## src/rtl/ad4003_acq_ctrl_if.sv

```systemverilog
// Control/status bundle between the AD4003 acquisition sequencer (master) and its environment (slave).
// Defining ACQ_CTRL_TIMESTAMP_EN adds the sample_idx output to the bundle.
interface ad4003_acq_ctrl_if #(
    parameter int ADC_MODULES = 1
);
    logic                   enable;
    logic                   restart;
    logic [ADC_MODULES-1:0] adc_config_status;
    logic [1:0]             mode;
    logic                   adc_start_conv;
    logic                   word_sync_n;
    logic                   sample_valid;
    logic [2:0]             ctrl_state;
    logic [3:0]             retry_cnt;
    logic                   fault;
`ifdef ACQ_CTRL_TIMESTAMP_EN
    logic [31:0]            sample_idx;
`endif

    modport master (
        input  enable, restart, adc_config_status,
        output mode, adc_start_conv, word_sync_n, sample_valid, ctrl_state, retry_cnt,
`ifdef ACQ_CTRL_TIMESTAMP_EN
               fault, sample_idx
`else
               fault
`endif
    );

    modport slave (
        output enable, restart, adc_config_status,
        input  mode, adc_start_conv, word_sync_n, sample_valid, ctrl_state, retry_cnt,
`ifdef ACQ_CTRL_TIMESTAMP_EN
               fault, sample_idx
`else
               fault
`endif
    );
endinterface

```

## src/rtl/ad4003_acq_ctrl.sv

```systemverilog
// AD4003 acquisition sequencer: configure, verify, then run periodic conversions.
// Optional feature macro ACQ_CTRL_TIMESTAMP_EN adds a per-sample index counter (sample_idx).
module ad4003_acq_ctrl #(
    parameter int ADC_MODULES  = 1,
    parameter int CONV_PERIOD  = 100,
    parameter int DATA_LATENCY = 80,
    parameter int CFG_WAIT     = 200,
    parameter int SYNC_DIV     = 8,
    parameter int MAX_RETRY    = 3
) (
    input  logic              clk_100,
    input  logic              reset_n,
    ad4003_acq_ctrl_if.master bus
);
    localparam int PHASE_W = (CFG_WAIT > 0) ? $clog2(CFG_WAIT + 1) : 1;

    localparam logic [PHASE_W-1:0] PHASE_LAST  = PHASE_W'(CFG_WAIT);
    localparam logic [15:0]        PERIOD_LAST = 16'(CONV_PERIOD - 1);
    localparam logic [15:0]        VALID_AT    = 16'(DATA_LATENCY);
    localparam logic [7:0]         SYNC_LAST   = 8'(SYNC_DIV - 1);
    localparam logic [3:0]         RETRY_MAX   = 4'(MAX_RETRY);

    typedef enum logic [2:0] {
        ST_IDLE    = 3'd0,
        ST_CFG_WR  = 3'd1,
        ST_CFG_RD  = 3'd2,
        ST_CFG_CHK = 3'd3,
        ST_RUN     = 3'd4,
        ST_FAULT   = 3'd5
    } state_t;

    typedef enum logic [1:0] {
        MODE_IDLE    = 2'b00,
        MODE_CFG_WR  = 2'b01,
        MODE_CFG_RD  = 2'b10,
        MODE_ACQUIRE = 2'b11
    } mode_t;

    state_t               state;
    mode_t                mode_q;
    logic                 start_q;
    logic                 sync_n_q;
    logic                 valid_q;
    logic [3:0]           retry_q;
    logic                 fault_q;
    logic [PHASE_W-1:0]   phase_cnt;
    logic [15:0]          period_cnt;
    logic [7:0]           conv_cnt;

    logic [ADC_MODULES-1:0] status;
    logic                   cfg_ok;
    logic [15:0]            period_nxt;
    logic [7:0]             conv_nxt;

    assign status     = bus.adc_config_status;
    assign cfg_ok     = &status;
    assign period_nxt = period_cnt + 16'd1;
    assign conv_nxt   = (conv_cnt == SYNC_LAST) ? 8'd0 : conv_cnt + 8'd1;

`ifdef ACQ_CTRL_TIMESTAMP_EN
    logic [31:0] sample_idx;
    assign bus.sample_idx = sample_idx;
`endif

    // Outputs are registered one cycle ahead: every transition loads what the new state shows.
    always_ff @(posedge clk_100 or negedge reset_n) begin
        if (!reset_n) begin
            state      <= ST_IDLE;
            mode_q     <= MODE_IDLE;
            start_q    <= 1'b0;
            sync_n_q   <= 1'b1;
            valid_q    <= 1'b0;
            retry_q    <= '0;
            fault_q    <= 1'b0;
            phase_cnt  <= '0;
            period_cnt <= '0;
            conv_cnt   <= '0;
`ifdef ACQ_CTRL_TIMESTAMP_EN
            sample_idx <= '0;
`endif
        end else begin
            // NOTE: strobes default low here so each branch only raises what it needs; assignments are non-blocking so every branch sees pre-edge values.
            start_q  <= 1'b0;
            sync_n_q <= 1'b1;
            valid_q  <= 1'b0;
`ifdef ACQ_CTRL_TIMESTAMP_EN
            if (valid_q) sample_idx <= sample_idx + 32'd1;
`endif
            unique case (state)
                ST_IDLE: begin
                    if (bus.enable) begin
                        state     <= ST_CFG_WR;
                        mode_q    <= MODE_CFG_WR;
                        start_q   <= 1'b1;
                        phase_cnt <= '0;
                        retry_q   <= 4'd1;
                    end
                end

                ST_CFG_WR: begin
                    if (phase_cnt == PHASE_LAST) begin
                        phase_cnt <= '0;
                        if (bus.enable) begin
                            state   <= ST_CFG_RD;
                            mode_q  <= MODE_CFG_RD;
                            start_q <= 1'b1;
                        end else begin
                            state  <= ST_IDLE;
                            mode_q <= MODE_IDLE;
                        end
                    end else begin
                        phase_cnt <= phase_cnt + PHASE_W'(1);
                    end
                end

                ST_CFG_RD: begin
                    if (phase_cnt == PHASE_LAST) begin
                        phase_cnt <= '0;
                        if (bus.enable) begin
                            state <= ST_CFG_CHK;
                        end else begin
                            state  <= ST_IDLE;
                            mode_q <= MODE_IDLE;
                        end
                    end else begin
                        phase_cnt <= phase_cnt + PHASE_W'(1);
                    end
                end

                ST_CFG_CHK: begin
                    if (!bus.enable) begin
                        state  <= ST_IDLE;
                        mode_q <= MODE_IDLE;
                    end else if (cfg_ok) begin
                        state      <= ST_RUN;
                        mode_q     <= MODE_ACQUIRE;
                        start_q    <= 1'b1;
                        sync_n_q   <= 1'b0;
                        period_cnt <= '0;
                        conv_cnt   <= (SYNC_LAST == 8'd0) ? 8'd0 : 8'd1;
`ifdef ACQ_CTRL_TIMESTAMP_EN
                        sample_idx <= '0;
`endif
                    end else if (retry_q < RETRY_MAX) begin
                        state     <= ST_CFG_WR;
                        mode_q    <= MODE_CFG_WR;
                        start_q   <= 1'b1;
                        phase_cnt <= '0;
                        retry_q   <= retry_q + 4'd1;
                    end else begin
                        state   <= ST_FAULT;
                        mode_q  <= MODE_IDLE;
                        fault_q <= 1'b1;
                    end
                end

                // Leaving only at the wrap keeps every started conversion whole.
                ST_RUN: begin
                    if (period_cnt == PERIOD_LAST) begin
                        period_cnt <= '0;
                        if (bus.enable) begin
                            start_q  <= 1'b1;
                            sync_n_q <= (conv_cnt != 8'd0);
                            conv_cnt <= conv_nxt;
                        end else begin
                            state  <= ST_IDLE;
                            mode_q <= MODE_IDLE;
                        end
                    end else begin
                        period_cnt <= period_nxt;
                        valid_q    <= (period_nxt == VALID_AT);
                    end
                end

                ST_FAULT: begin
                    if (bus.restart) begin
                        state   <= ST_IDLE;
                        mode_q  <= MODE_IDLE;
                        fault_q <= 1'b0;
                        retry_q <= '0;
                    end
                end

                default: begin
                    state  <= ST_IDLE;
                    mode_q <= MODE_IDLE;
                end
            endcase
        end
    end

    assign bus.mode           = mode_q;
    assign bus.adc_start_conv = start_q;
    assign bus.word_sync_n    = sync_n_q;
    assign bus.sample_valid   = valid_q;
    assign bus.ctrl_state     = state;
    assign bus.retry_cnt      = retry_q;
    assign bus.fault          = fault_q;
endmodule

```

## src/flat_wrapper.sv

```systemverilog
// flat-port wrapper written by rule: the top's interface ports become plain ports
module ad4003_acq_ctrl_flat 
#(
    parameter int ADC_MODULES  = 1,
    parameter int CONV_PERIOD  = 100,
    parameter int DATA_LATENCY = 80,
    parameter int CFG_WAIT     = 200,
    parameter int SYNC_DIV     = 8,
    parameter int MAX_RETRY    = 3
)
  (clk_100, reset_n, bus_enable, bus_restart, bus_adc_config_status, bus_mode, bus_adc_start_conv, bus_word_sync_n, bus_sample_valid, bus_ctrl_state, bus_retry_cnt, bus_fault);
  ad4003_acq_ctrl_if #(.ADC_MODULES(ADC_MODULES)) bus_i ();
  input  logic clk_100;
  input  logic reset_n;
  input wire logic [$bits(bus_i.enable)-1:0] bus_enable;
  input wire logic [$bits(bus_i.restart)-1:0] bus_restart;
  input wire logic [$bits(bus_i.adc_config_status)-1:0] bus_adc_config_status;
  output wire logic [$bits(bus_i.mode)-1:0] bus_mode;
  output wire logic [$bits(bus_i.adc_start_conv)-1:0] bus_adc_start_conv;
  output wire logic [$bits(bus_i.word_sync_n)-1:0] bus_word_sync_n;
  output wire logic [$bits(bus_i.sample_valid)-1:0] bus_sample_valid;
  output wire logic [$bits(bus_i.ctrl_state)-1:0] bus_ctrl_state;
  output wire logic [$bits(bus_i.retry_cnt)-1:0] bus_retry_cnt;
  output wire logic [$bits(bus_i.fault)-1:0] bus_fault;
  assign bus_i.enable = bus_enable;
  assign bus_i.restart = bus_restart;
  assign bus_i.adc_config_status = bus_adc_config_status;
  assign bus_mode = bus_i.mode;
  assign bus_adc_start_conv = bus_i.adc_start_conv;
  assign bus_word_sync_n = bus_i.word_sync_n;
  assign bus_sample_valid = bus_i.sample_valid;
  assign bus_ctrl_state = bus_i.ctrl_state;
  assign bus_retry_cnt = bus_i.retry_cnt;
  assign bus_fault = bus_i.fault;
  ad4003_acq_ctrl #(.ADC_MODULES(ADC_MODULES), .CONV_PERIOD(CONV_PERIOD), .DATA_LATENCY(DATA_LATENCY), .CFG_WAIT(CFG_WAIT), .SYNC_DIV(SYNC_DIV), .MAX_RETRY(MAX_RETRY)) u_core (.clk_100(clk_100), .reset_n(reset_n), .bus(bus_i));
endmodule
```

## config.mk

```make
export PLATFORM = sky130hd
export DESIGN_NAME = ad4003_acq_ctrl_flat
export DESIGN_NICKNAME = d
export VERILOG_FILES = /design/src/rtl/ad4003_acq_ctrl_if.sv /design/src/rtl/ad4003_acq_ctrl.sv /design/src/flat_wrapper.sv
export SDC_FILE = /design/constraint.sdc
export NUM_CORES = 1
export LEC_CHECK = 0
export CORE_UTILIZATION = 30
export CTS_CLUSTER_DIAMETER = 30
export DETAILED_ROUTE_END_ITERATION = 10
export SLEW_MARGIN = 20
export SYNTH_ARGS = -nofsm -noshare
export SYNTH_HDL_FRONTEND = slang
export SYNTH_SLANG_ARGS = --single-unit
```

## constraint.sdc

```tcl
create_clock -name clk_100 -period 2.6 [get_ports clk_100]
set_input_delay 0.65 -clock clk_100 [delete_from_list [all_inputs] [get_ports clk_100]]
set_output_delay 0.65 -clock clk_100 [all_outputs]
set_load 0.01 [all_outputs]
```

==> results_dict.tcl, run 1 <==
set metrics [dict create \
    status "finished clean" \
    antenna_cells 0 \
    maxCapViolCount 0 \
    clock_skew_ns 0.00407 \
    p_seq_share_pct 49.1 \
    cp-startpoint "u_core.bus.ctrl_state[0]" \
    root_buffer "clkbuf_8" \
    syn_inst 315 \
    vias 2408 \
    die_height_um 99.9 \
    portBuffers 17 \
    syn2layout_area_growth_pct 11.6 \
    setup_tns_ns 0 \
    cp-start-kind "register" \
    place_inst 451 \
    cts_sinks 45 \
    dp_hpwl_um 4520 \
    dr_wl_met2_um 2980 \
    cts_setup_buffers 0 \
    drive_above_1_share_pct 11.2 \
    timing.final.crit_share_pct 87.1 \
    numCtsBuffers 5 \
    cp-endpoint "bus_ctrl_state[0]" \
    syn_avg_cell_area_um2 9.14 \
    r2r_slack_ns 0.35 \
    fmax_mhz 441 \
    power.density_mw_per_mm2 602 \
    core_mm2 0.00928 \
    floorplan.initialDensity_pct 31.0 \
    grt_use_total_pct 13.6 \
    drt-pass1-iter-count 4 \
    vdd_drop_max_mv 0.336 \
    holdBufCountCts 0 \
    critPathMaxFanout 11 \
    gp_congestion 0.798 \
    intPower_uw 1260 \
    grt_pass1_vias 2312 \
    swShare_pct 34.6 \
    top_layer "met4" \
    layout_min_cycle_time_ns 2.27 \
    synth.net_count 327 \
    ant_nets 0 \
    worst-endpoint-required_ns 1.95 \
    grt_overflow 0 \
    final_nets 341 \
    cts.clk_slew.worst_paths_ns 0.08 \
    synth.cell_area_mm2 0.00288 \
    pin_count 18 \
    leakage_uw 0.00128 \
    setup_violations 0 \
    worstSetupPathType "reg2out" \
    critPathMaxStageDelay_ns 0.55 \
    rows 35 \
    cts_resized 0 \
    ys.flop_type "dfrtp_1" \
    relSlewSlack_pct 51.9 \
    rr_worst_depth 5 \
    ys_ff_latch 45 \
    synth-edff-count 0 \
    drc 0 \
    die-area_mm2 0.00999 \
    crit_path_end_kind "primary output" \
    wirelength_um 6380 \
    grt_max_degree 46 \
    drv_slew 0 \
    cts_tree "built" \
    reg2reg_to "u_core.bus.sample_valid" \
    arrival_ns 1.62 \
    viasPerCell 5.26 \
    async_reset_ff_share_pct 100 \
    wire_per_inst_um 13.9 \
    ys_seq_area_share_pct 39.2 \
    cts_max_level 2 \
    min_path_type "in2async" \
    p_switching_uw 670 \
    worstReg2RegStart "u_core.period_cnt[0]" \
    ys_warn_count 0 \
    hold_viol_final 0 \
    combPwrFrac_pct 27.6 \
    slowest_stage "clkdlybuf4s50_1" \
    crit_chain "buf_4 > clkdlybuf4s50_1" \
    drt-initial-drc-count 102 \
    synth_cell_type_count 70 \
    antenna_found_initial 0 \
    grt_pass1_wl_um 11000 \
    final_cell_count_no_fill 458 \
    wl_met1_um 3130 \
    wl_met3_um 211 \
    fp.dieW_um 99.9 \
    clkLatencyLatePin_ns 0.29 \
    rsz0062_at_grt "false" \
    tightest_slew_ns 0.719 \
    cts_buffer_depth 2 \
    clock_power_share_pct 23.2 \
]
-- power groups by stage --
stage | registers, µW | clock network (µW) | logic (µW)
finish | 950 | 449 | 535
global route | 972 | 487 | 600
CTS | 948 | 469 | 539
detailed placement | 963 | 0 | 537
global placement | 958 | 0 | 529
floorplan | 917 | 0 | 411
-- cell type report --
| cell class | count | area [µm²] |
|---|---|---|
| multi-input combinational | 235 | 1540 |
| inverter | 14 | 52.6 |
| sequential | 45 | 1130 |
| clock buffer | 7 | 86.3 |
| tap | 129 | 161 |
| fill | 995 | 6070 |
| timing repair buffer | 28 | 248 |
-- routing by layer --
layer | up-vias | GRT usage (%)
li1 | 1200 | -
met1 | 1168 | 18.6
met2 | 36 | 22.2
met3 | 4 | 2.30
met4 | 0 | 3.73
met5 | - | 0
-- kinds of logic (layout without fill, tap and decap cells) --
family          count (synthesis)  in the layout  share of synthesized area [%]
mux                             4              4                           1.65
buf+inv                        35             49                           7.48
simple gates                  128            128                           24.9
compound gates                 90             90                           21.9
xor+xnor                        6              6                           1.83
fa+ha+maj                       7              7                           3.04
flops                          45             45                           39.2
-- cell usage in the layout (no fill, tap or decap), types with 3 or more instances in the layout --
cell type / n
a21o_1: 4
a21oi_1: 6
a22o_1: 6
a31oi_1: 4
a32o_1: 3
and2_1: 3
and3_1: 3
and4_1: 3
buf_4: 11
clkbuf_8: 6
clkdlybuf4s50_1: 16
dfrtp_1: 44
ha_1: 7
inv_1: 13
nand2_1: 24
nand2b_1: 4
nand3_1: 20
nand4_1: 8
nor2_1: 21
nor3_1: 11
nor3b_1: 3
nor4_1: 5
nor4b_1: 4
o211ai_1: 4
o21ai_0: 29
o21ai_1: 4
o22ai_1: 3
o31ai_1: 4
or3_1: 4
xnor2_1: 3
xor2_1: 3
-- synthesized netlist by cell type, types with 3 or more instances --
master | count | share of area (%)
o21ai_1 | 4 | 0.70
o211ai_1 | 4 | 1.0
a32o_1 | 3 | 1.0
nor3b_1 | 3 | 0.78
dfrtp_1 | 44 | 38
a21o_1 | 4 | 1.0
nor2_1 | 21 | 2.7
clkbuf_1 | 5 | 0.65
or3_1 | 4 | 0.87
o21ai_0 | 29 | 5.0
o22ai_1 | 3 | 0.65
nand2b_1 | 4 | 0.87
xnor2_1 | 3 | 0.91
and2_1 | 3 | 0.65
inv_1 | 13 | 1.7
and3_1 | 3 | 0.65
a21oi_1 | 6 | 1.0
buf_6 | 6 | 2.3
xor2_1 | 3 | 0.91
nand3_1 | 20 | 3.5
nor4_1 | 5 | 1.1
buf_2 | 5 | 0.87
nor3_1 | 11 | 1.9
o31ai_1 | 4 | 1.0
nand4_1 | 8 | 1.7
and4_1 | 3 | 0.91
clkbuf_8 | 3 | 1.4
ha_1 | 7 | 3.0
a22o_1 | 6 | 1.8
a31oi_1 | 4 | 0.87
nand2_1 | 24 | 3.1
nor4b_1 | 4 | 1.2
-- sequential cells by signal (all words and copies together) (netlist names) --
register and flops:
u_core.bus.mode 2, u_core.phase_cnt 8, u_core.period_cnt 16, u_core.conv_cnt 8
u_core.bus.adc_start_conv 1, u_core.bus.ctrl_state 3, u_core.bus.fault 1, u_core.bus.sample_valid 1
u_core.bus.retry_cnt 4, u_core.bus.word_sync_n 1
-- per-stage QoR --
step                      hold slack [ns]  instance area, µm²  total power [µW]  setup WS (ns)  utilization [%]
after detailed placement            0.476                3120              1500          0.213             33.7
after floorplan                     0.354                2880              1330          0.613                -
final                               0.439                3210              1930          0.334             34.6
after global routing                0.480                3210              2060         0.0504             34.6
after CTS                           0.469                3210              1960          0.321             34.6
after global placement              0.470                3120              1490          0.242             33.7
-- worst min-delay path by stage --
| stage | from | to | slack, ns | cells past startpoint |
|---|---|---|---|---|
| 5_1_grt | reset_n | u_core.period_cnt[14] | 0.48 | 2 |
| 3_5_place_dp | u_core.bus.fault | u_core.bus.fault | 0.48 | 2 |
| 2_1_floorplan | reset_n | u_core.bus.adc_start_conv | 0.35 | 0 |
| 6_report | reset_n | u_core.period_cnt[6] | 0.44 | 2 |
| 4_1_cts | reset_n | u_core.period_cnt[5] | 0.47 | 2 |
| 3_3_place_gp | u_core.bus.fault | u_core.bus.fault | 0.47 | 2 |
-- worst max-delay path: cells and delay by family, from the launching register on --
kind / cells / cell delay (ns)
buffers and inverters: 2 / 0.79
DFF: 1 / 0.53
No activity file was read; power rests on OpenSTA's default activity.
==> inputs of run 2 (changes only) <==
CAP_MARGIN = 20   (was unset)
==> results of run 2 <==
The final DEF is identical to that of run 1; final timing and power are the same.
==> inputs of run 3 (changes only) <==
CTS_CLUSTER_DIAMETER = unset   (was 30)
==> results of run 3 <==
The final DEF is identical to that of run 1; final timing and power are the same.
